$ cat src/rtl/fpa_mul_seq_pkg.sv
// Shared types and constants for the F-PA Booth multiply sequencer.
// State encoding, datapath op codes and step counts live here so the bench and RTL agree.
package fpa_seq_pkg;

    typedef enum logic [1:0] {
        IDLE  = 2'b00,
        ADD   = 2'b01,
        SHIFT = 2'b10,
        DONE  = 2'b11
    } state_t;

    localparam logic [1:0] OP_HOLD = 2'b00;
    localparam logic [1:0] OP_SHR  = 2'b01;
    localparam logic [1:0] OP_SHL  = 2'b10;
    localparam logic [1:0] OP_LOAD = 2'b11;

    localparam logic [1:0] K_SUM = 2'b00;

    localparam int N_SHORT = 32;
    localparam int N_LONG  = 40;

endpackage

$ cat src/rtl/fpa_mul_seq_if.sv
// Handshake with the FPU microsequencer plus the control word sent to the F-PA datapath.
// The slave modport is the sequencer; the master side is the microsequencer/datapath.
interface fpa_mul_seq_if;

    logic       start;
    logic       len40;
    logic       m39;
    logic       t0;
    logic       t39;
    logic       busy;
    logic       done;
    logic [1:0] t_op;
    logic [1:0] m_op;
    logic [1:0] k_sel;
    logic       alu_sub;
    logic       t_fill;
    logic       m_fill;
    logic [5:0] step;

    modport slave (
        input  start, len40, m39, t0, t39,
        output busy, done, t_op, m_op, k_sel, alu_sub, t_fill, m_fill, step
    );

    modport master (
        output start, len40, m39, t0, t39,
        input  busy, done, t_op, m_op, k_sel, alu_sub, t_fill, m_fill, step
    );

endinterface

$ cat src/rtl/fpa_mul_seq_step_cnt.sv
// Loadable down-counter of remaining Booth steps; flags the last step and reports steps done.
module fpa_step_cnt #(
    parameter int NMAX = 40,
    parameter int CW   = $clog2(NMAX + 1)
) (
    input  logic          clk_sys,
    input  logic          clm,
    input  logic          load,
    input  logic [CW-1:0] load_val,
    input  logic          dec,
    output logic          tc,
    output logic [CW-1:0] done_cnt
);

    logic [CW-1:0] n_reg;
    logic [CW-1:0] rem;

    // n_reg keeps the requested length so steps done can be derived from what is left
    always_ff @(posedge clk_sys or posedge clm) begin
        if (clm) begin
            n_reg <= '0;
            rem   <= '0;
        end else if (load) begin
            n_reg <= load_val;
            rem   <= load_val;
        end else if (dec && (rem != '0)) begin
            rem <= rem - CW'(1);
        end
    end

    assign tc       = (rem == CW'(1));
    assign done_cnt = n_reg - rem;

endmodule

$ cat src/rtl/fpa_mul_seq.sv
// Booth-1 multiply sequencer: drives the F-PA T/M/K/ALU controls through N add/shift steps,
// leaving the signed 2N-bit product in T:M.
module fpa_mul_seq
    import fpa_seq_pkg::*;
#(
    parameter int NMAX = 40
) (
    input  logic           clk_sys,
    input  logic           clm,
    fpa_mul_seq_if.slave   seq
);

    localparam int CW = $clog2(NMAX + 1);

    state_t        state;
    state_t        state_nxt;
    logic          q;
    logic          cnt_load;
    logic          cnt_tc;
    logic [CW-1:0] cnt_val;
    logic [CW-1:0] cnt_done;

    assign cnt_load = (state == IDLE) && seq.start;
    assign cnt_val  = seq.len40 ? CW'(N_LONG) : CW'(N_SHORT);

    fpa_step_cnt #(.NMAX(NMAX), .CW(CW)) u_cnt (
        .clk_sys  (clk_sys),
        .clm      (clm),
        .load     (cnt_load),
        .load_val (cnt_val),
        .dec      (state == SHIFT),
        .tc       (cnt_tc),
        .done_cnt (cnt_done)
    );

    assign seq.step = 6'(cnt_done);

    always_ff @(posedge clk_sys or posedge clm) begin
        if (clm) state <= IDLE;
        else     state <= state_nxt;
    end

    // Booth history bit: the multiplier LSB that was just shifted out
    always_ff @(posedge clk_sys or posedge clm) begin
        if (clm)                  q <= 1'b0;
        else if (cnt_load)        q <= 1'b0;
        else if (state == SHIFT)  q <= seq.m39;
    end

    always_comb begin
        state_nxt = state;
        case (state)
            IDLE:    if (seq.start) state_nxt = ADD;
            ADD:     state_nxt = SHIFT;
            SHIFT:   state_nxt = cnt_tc ? DONE : ADD;
            DONE:    state_nxt = IDLE;
            default: state_nxt = IDLE;
        endcase
    end

    // Pair {m39,q}: 10 subtracts C, 01 adds C, equal bits leave T alone
    always_comb begin
        seq.busy    = 1'b0;
        seq.done    = 1'b0;
        seq.t_op    = OP_HOLD;
        seq.m_op    = OP_HOLD;
        seq.k_sel   = K_SUM;
        seq.alu_sub = 1'b0;
        seq.t_fill  = 1'b0;
        seq.m_fill  = 1'b0;
        case (state)
            ADD: begin
                seq.busy = 1'b1;
                if (seq.m39 && !q) begin
                    seq.t_op    = OP_LOAD;
                    seq.alu_sub = 1'b1;
                end else if (!seq.m39 && q) begin
                    seq.t_op    = OP_LOAD;
                end
            end
            SHIFT: begin
                seq.busy   = 1'b1;
                seq.t_op   = OP_SHR;
                seq.m_op   = OP_SHR;
                seq.t_fill = seq.t0;
                seq.m_fill = seq.t39;
            end
            DONE: begin
                seq.busy = 1'b1;
                seq.done = 1'b1;
            end
            default: ;
        endcase
    end

endmodule

$ cat src/flat_wrapper.sv
// flat-port wrapper written by rule: the top's interface ports become plain ports
module fpa_mul_seq_flat import fpa_seq_pkg::*;
#(
    parameter int NMAX = 40
)
  (clk_sys, clm, seq_start, seq_len40, seq_m39, seq_t0, seq_t39, seq_busy, seq_done, seq_t_op, seq_m_op, seq_k_sel, seq_alu_sub, seq_t_fill, seq_m_fill, seq_step);
  fpa_mul_seq_if seq_i ();
  input  logic clk_sys;
  input  logic clm;
  input wire logic [$bits(seq_i.start)-1:0] seq_start;
  input wire logic [$bits(seq_i.len40)-1:0] seq_len40;
  input wire logic [$bits(seq_i.m39)-1:0] seq_m39;
  input wire logic [$bits(seq_i.t0)-1:0] seq_t0;
  input wire logic [$bits(seq_i.t39)-1:0] seq_t39;
  output wire logic [$bits(seq_i.busy)-1:0] seq_busy;
  output wire logic [$bits(seq_i.done)-1:0] seq_done;
  output wire logic [$bits(seq_i.t_op)-1:0] seq_t_op;
  output wire logic [$bits(seq_i.m_op)-1:0] seq_m_op;
  output wire logic [$bits(seq_i.k_sel)-1:0] seq_k_sel;
  output wire logic [$bits(seq_i.alu_sub)-1:0] seq_alu_sub;
  output wire logic [$bits(seq_i.t_fill)-1:0] seq_t_fill;
  output wire logic [$bits(seq_i.m_fill)-1:0] seq_m_fill;
  output wire logic [$bits(seq_i.step)-1:0] seq_step;
  assign seq_i.start = seq_start;
  assign seq_i.len40 = seq_len40;
  assign seq_i.m39 = seq_m39;
  assign seq_i.t0 = seq_t0;
  assign seq_i.t39 = seq_t39;
  assign seq_busy = seq_i.busy;
  assign seq_done = seq_i.done;
  assign seq_t_op = seq_i.t_op;
  assign seq_m_op = seq_i.m_op;
  assign seq_k_sel = seq_i.k_sel;
  assign seq_alu_sub = seq_i.alu_sub;
  assign seq_t_fill = seq_i.t_fill;
  assign seq_m_fill = seq_i.m_fill;
  assign seq_step = seq_i.step;
  fpa_mul_seq #(.NMAX(NMAX)) u_core (.clk_sys(clk_sys), .clm(clm), .seq(seq_i));
endmodule
$ cat config.mk
export PLATFORM = sky130hd
export DESIGN_NAME = fpa_mul_seq_flat
export DESIGN_NICKNAME = d
export VERILOG_FILES = /design/src/rtl/fpa_mul_seq_pkg.sv /design/src/rtl/fpa_mul_seq_if.sv /design/src/rtl/fpa_mul_seq_step_cnt.sv /design/src/rtl/fpa_mul_seq.sv /design/src/flat_wrapper.sv
export SDC_FILE = /design/constraint.sdc
export NUM_CORES = 1
export LEC_CHECK = 0
export CORE_MARGIN = 4
export CORE_UTILIZATION = 40
export DETAILED_ROUTE_END_ITERATION = 10
export DONT_BUFFER_PORTS = 1
export REMOVE_ABC_BUFFERS = 1
export SYNTH_ARGS = -nofsm -noshare
export SYNTH_HDL_FRONTEND = slang
export SYNTH_SLANG_ARGS = --single-unit
$ cat constraint.sdc
create_clock -name clk_sys -period 1.91 [get_ports clk_sys]
set_input_delay 0.2865 -clock clk_sys [delete_from_list [all_inputs] [get_ports clk_sys]]
set_output_delay 0.2865 -clock clk_sys [all_outputs]
set_load 0.02 [all_outputs]
After elaboration in Yosys (flattened, before gate mapping)
Cells that the tools add are included.
{"block": "totals", "register_bits": 15, "output_inout_bits": 17}
{"block": "op_classes", "n_eq_ne": 5, "reduce_logical": 11, "add_sub_neg": 2, "muxes": 18}
{"operator": "two-way mux 6 bit", "count": 2}
{"operator": "two-way mux 1 bit", "count": 9}
{"operator": "two-way mux 2 bit", "count": 4}
{"operator": "case mux 2 bit (4 select lines)", "count": 1}
{"operator": "== test 6 x 1 -> 1 bit (second input constant)", "count": 1}
{"operator": "nonzero test 6 bit", "count": 1}
{"operator": "subtractor 6 x 1 -> 6 bit (second input constant)", "count": 1}
{"operator": "subtractor 6 bit", "count": 1}
{"operator": "== test 2 bit (second input constant)", "count": 2}
{"operator": "logical AND 1 bit", "count": 4}
{"operator": "two-way mux 4 bit", "count": 1}
{"operator": "case mux 2 bit (2 select lines)", "count": 1}
{"operator": "nonzero test 2 bit", "count": 2}
{"operator": "OR reduction 3 bit", "count": 1}
{"operator": "== test 2 x 1 -> 1 bit (second input constant)", "count": 1}
{"operator": "logical NOT 1 bit", "count": 2}
{"operator": "logical NOT 2 bit", "count": 1}
{"operator": "!= test 2 bit (second input constant)", "count": 1}

Depth between registers and ports, before layout
{"block": "logic_depth", "word_depth": 5, "depth_mapped": 6, "depth_no_buf": 5}

By module
A second synthesis with hierarchy kept.
{"block": "unflattened", "hier_cells": 125, "hier_area_um2": 1113.6}
{"module": "fpa_step_cnt", "instances": 1, "area_per_inst_um2": 818.3, "cells_each": 90, "seq_area_each_um2": 300.3}
{"module": "fpa_mul_seq", "instances": 1, "area_per_inst_um2": 295.3, "cells_each": 35, "seq_area_each_um2": 75.1}

Worst setup path before layout
No wires, ideal clock.
{"block": "synth_path", "kind": "flip-flop to output port", "start": "reg u_core.u_cnt.rem[3]", "end": "out seq_step[5]", "path_slack_ns": 0.153, "path_stages_with_launch": 6, "arrival_ns": 1.471, "required_ns": 1.623, "path_cell_list": "dfrtp_1 > inv_1 > ha_1 > nor4b_1 > o21ai_0 > xnor2_1"}
{"block": "synth_via", "elab_chain_cells": 1}
{"element": "start: declaration", "line_no": "fpa_mul_seq_step_cnt.sv:16", "rtl": "logic [CW-1:0] rem;"}
{"element": "start signal: assignment", "line_no": "fpa_mul_seq_step_cnt.sv:25", "rtl": "rem <= load_val;"}
{"element": "start signal: assignment", "line_no": "fpa_mul_seq_step_cnt.sv:27", "rtl": "rem <= rem - CW'(1);"}
{"element": "subtractor 6 bit", "line_no": "fpa_mul_seq_step_cnt.sv:32", "rtl": "assign done_cnt = n_reg - rem;"}
{"element": "end: declaration", "line_no": "flat_wrapper.sv:23", "rtl": "output wire logic [$bits(seq_i.step)-1:0] seq_step;"}
No other way between the ends.

Worst setup path in the final report
Ends and elaborated chain as after synthesis.

==> out/results.tsv <==
metric	value	unit
first-pass GRT wire length	3.32	mm
PortBufs	0	
Setup Skew	0.00223	ns
GP Congestion	0.805	
Worst Slack Setup Final	0.00944	ns
Area Growth Syn to Fin	18.8	%
crit path cell chain	inv_2, ha_4, nor4b_4, o21ai_2, xnor2_1, buf_4	
CTS tree	yes	
status	completed	
CTS Buf Count	3	
crit path DAT	1.61	ns
r2r endpoint	u_core.u_cnt.rem[4]$_DFFE_PP0P_	
CP required	1.62	ns
drt drc	0	
final WL	2.12	mm
Total GRT Usage	16.3	%
largest net degree at the start of global routing	15	
number of flip-flops under the largest register name	6	
worst r2r src	u_core.state[0]$_DFFE_PP0P_	
Seq cells post-synth	11	
clock transition at the registers of the reported paths	0.07	ns
# IOs	24	
Clk Latency, worst-skew pair	0.27	ns
Worst slew margin	62.3	%
Die Width	54.3	um
final hold vios	0	
Synth Cell Area	858	um2
Synth Warn #	0	
period utilization	99.5	%
row count	16	
Final #Nets	121	
vias	697	
diodes inserted	0	
Worst setup SP type	flip-flop	
Seq/Total Area, Yosys	32.1	%
Min-Delay Startpoint	seq_len40	
Post-Synthesis Cells	93	
1st-iter DRT viols	10	
GR met3 Demand/Resource	7.36	%
Starting Density	42.9	%
RSZ-0062 raised after global routing	true	
Max Cap Viol	0	
count of cell types in the netlist	37	
drt wl/cell	16.3	um
total power per unit cell area	417	mW/mm2
CP startpoint	u_core.u_cnt.rem[3]$_DFFE_PP0P_	
met2 GRT Util	27.3	%
post-route minimum period	1.90	ns
worst hold path class	in2reg	
reg2reg path depth	6	
crit-path max FO	4	
number of clock sinks	11	
r2r setup slk	0.18	ns
Max Slew Vio Count	0	
crit end category	primary output	
Setup WS pre-CTS	0.135	ns
post-route ant nets	0	
CTS Buffer Depth	2	
layout cell share with drive strength beyond 1	27.2	%
vias in the first global route	689	
GRT met1 Usage	18.0	%
Via density	5.36	
1st-pass router iterations	3	
Leak	0.000449	uW
WS Path Type	reg2out	
crit path to	seq_step[5]	
initial antenna violation count	0	
Max H-tree Level	1	
detailed placement HPWL	1.50	mm
Final setup viols	0	
busiest metal layer after global routing	met2	
Root Buffer	clkbuf_4	
CP peak stage delay	0.36	ns
Syn Area/Cell	9.23	um2
Max VDD drop	0.302	mV
highest clock rate	0.526	GHz
total die area	0.00295	mm2
Slew @ Worst Pin	0.560	ns
Worst path slowest cell	dfrtp_1	
GRT overflow	0	
hold_ws	0.167	ns
DIE HEIGHT	54.3	um
core area	0.00200	mm2
[critical path, delay by kind of cell, from the launching register on]
kind	cells	cell delay (ns)
flip-flops	1	0.36
adder cells (fa/ha/maj)	1	0.28
buffers and inverters	2	0.23
AND/OR/NAND/NOR	1	0.20
XOR/XNOR	1	0.17
AO/OA/AOI/OAI	1	0.09
[cells by family after synthesis]
family                   synth area share (%)
multiplexers                             2.48
AND/OR/NAND/NOR                          20.1
buffers and inverters                    10.2
adder cells (fa/ha/maj)                  14.6
other                                   0.437
AO/OA/AOI/OAI                            15.0
flip-flops                               32.1
XOR/XNOR                                 5.10
[worst min-delay path by stage]
stage / endpoint / cells past startpoint
floorplan: u_core.q$_DFFE_PP0P_ / 1
global placement: u_core.u_cnt.rem[5]$_DFFE_PP0P_ / 1
detailed placement: u_core.u_cnt.rem[5]$_DFFE_PP0P_ / 1
CTS: u_core.u_cnt.n_reg[3]$_DFFE_PP0P_ / 1
global route: u_core.u_cnt.n_reg[3]$_DFFE_PP0P_ / 1
finish: u_core.u_cnt.n_reg[3]$_DFFE_PP0P_ / 1
[routing by layer]
layer	part of all wire, %	up-vias
li1	-	336
met1	43	338
met2	48	18
met3	7.4	5
met4	1.5	0
met5	0	-
[placed cells by master (no fill, tap or decap), drive strengths merged, types with 2 or more instances in the layout]
cell type / netlist / final
buf: 6 / 11
dfrtp: 11 / 11
ha: 10 / 10
inv: 10 / 10
and2: 5 / 5
nand2: 4 / 4
xnor2: 4 / 4
clkbuf: 2 / 4
nor3: 3 / 3
a21oi: 3 / 3
nor2: 3 / 3
conb: 1 / 3
nor4: 2 / 2
nor2b: 2 / 2
o31ai: 2 / 2
nand3: 2 / 2
a31oi: 2 / 2
nor4b: 2 / 2
o21a: 2 / 2
o21ai: 2 / 2
[synthesized netlist by cell type (all sizes together)]
| cell type | n | area (um2) |
|---|---|---|
| a211oi | 1 | 7.51 |
| a21oi | 3 | 15.0 |
| a221o | 1 | 10.0 |
| a2bb2oi | 1 | 8.76 |
| a311oi | 1 | 8.76 |
| a31oi | 2 | 12.5 |
| and2 | 5 | 31.3 |
| buf | 6 | 42.5 |
| clkbuf | 2 | 7.51 |
| conb | 1 | 3.75 |
| dfrtp | 11 | 275 |
| ha | 10 | 125 |
| inv | 10 | 37.5 |
| mux2 | 1 | 11.3 |
| mux2i | 1 | 10.0 |
| nand2 | 4 | 15.0 |
| nand2b | 1 | 6.26 |
| nand3 | 2 | 10.0 |
| nand4 | 1 | 6.26 |
| nor2 | 3 | 11.3 |
| nor2b | 2 | 12.5 |
| nor3 | 3 | 15.0 |
| nor4 | 2 | 12.5 |
| nor4b | 2 | 23.8 |
| nor4bb | 1 | 10.0 |
| o2111ai | 1 | 8.76 |
| o21a | 2 | 15.0 |
| o21ai | 2 | 10.0 |
| o21bai | 1 | 7.51 |
| o311a | 1 | 10.0 |
| o31ai | 2 | 15.0 |
| or3b | 1 | 8.76 |
| or4b | 1 | 10.0 |
| xnor2 | 4 | 35.0 |
| xor2 | 1 | 8.76 |
[per-stage QoR]
stage          util [%]  cell area (um2)  power (uW)  std cells  TNS (ns)
2_1_floorplan         -              816         263         87   -0.0452
3_3_place_gp       44.7              895         266        120         0
3_5_place_dp       44.7              895         267        120         0
4_1_cts            47.6              952         428        127   -0.0520
5_1_grt            50.9             1020         446        130   -0.0738
6_report           50.9             1020         425        130         0
[where the power goes]
group | switching (uW) | internal [uW]
clock | 80.9 | 81.1
combinational | 21.9 | 7.26
sequential | 0.536 | 234
[area by class of cell]
cell class                 count  area, um2
clock buffer                   4       26.3
fill                         200        982
inverter                      10       37.5
multi-input combinational     66        554
sequential                    11        275
tap                           27       33.8
timing repair buffer          12       92.6
[repair_timing]
action | 4_1_cts | 5_1_grt
hold buffers | 1 | 0
setup buffers | 2 | 3
endpoints found under the hold margin | 11 | 0
resized for setup | 2 | 12
setup endpoints to repair | 2 | 6
pin swaps | 0 | 3
(Power assumes the default switching activity.)
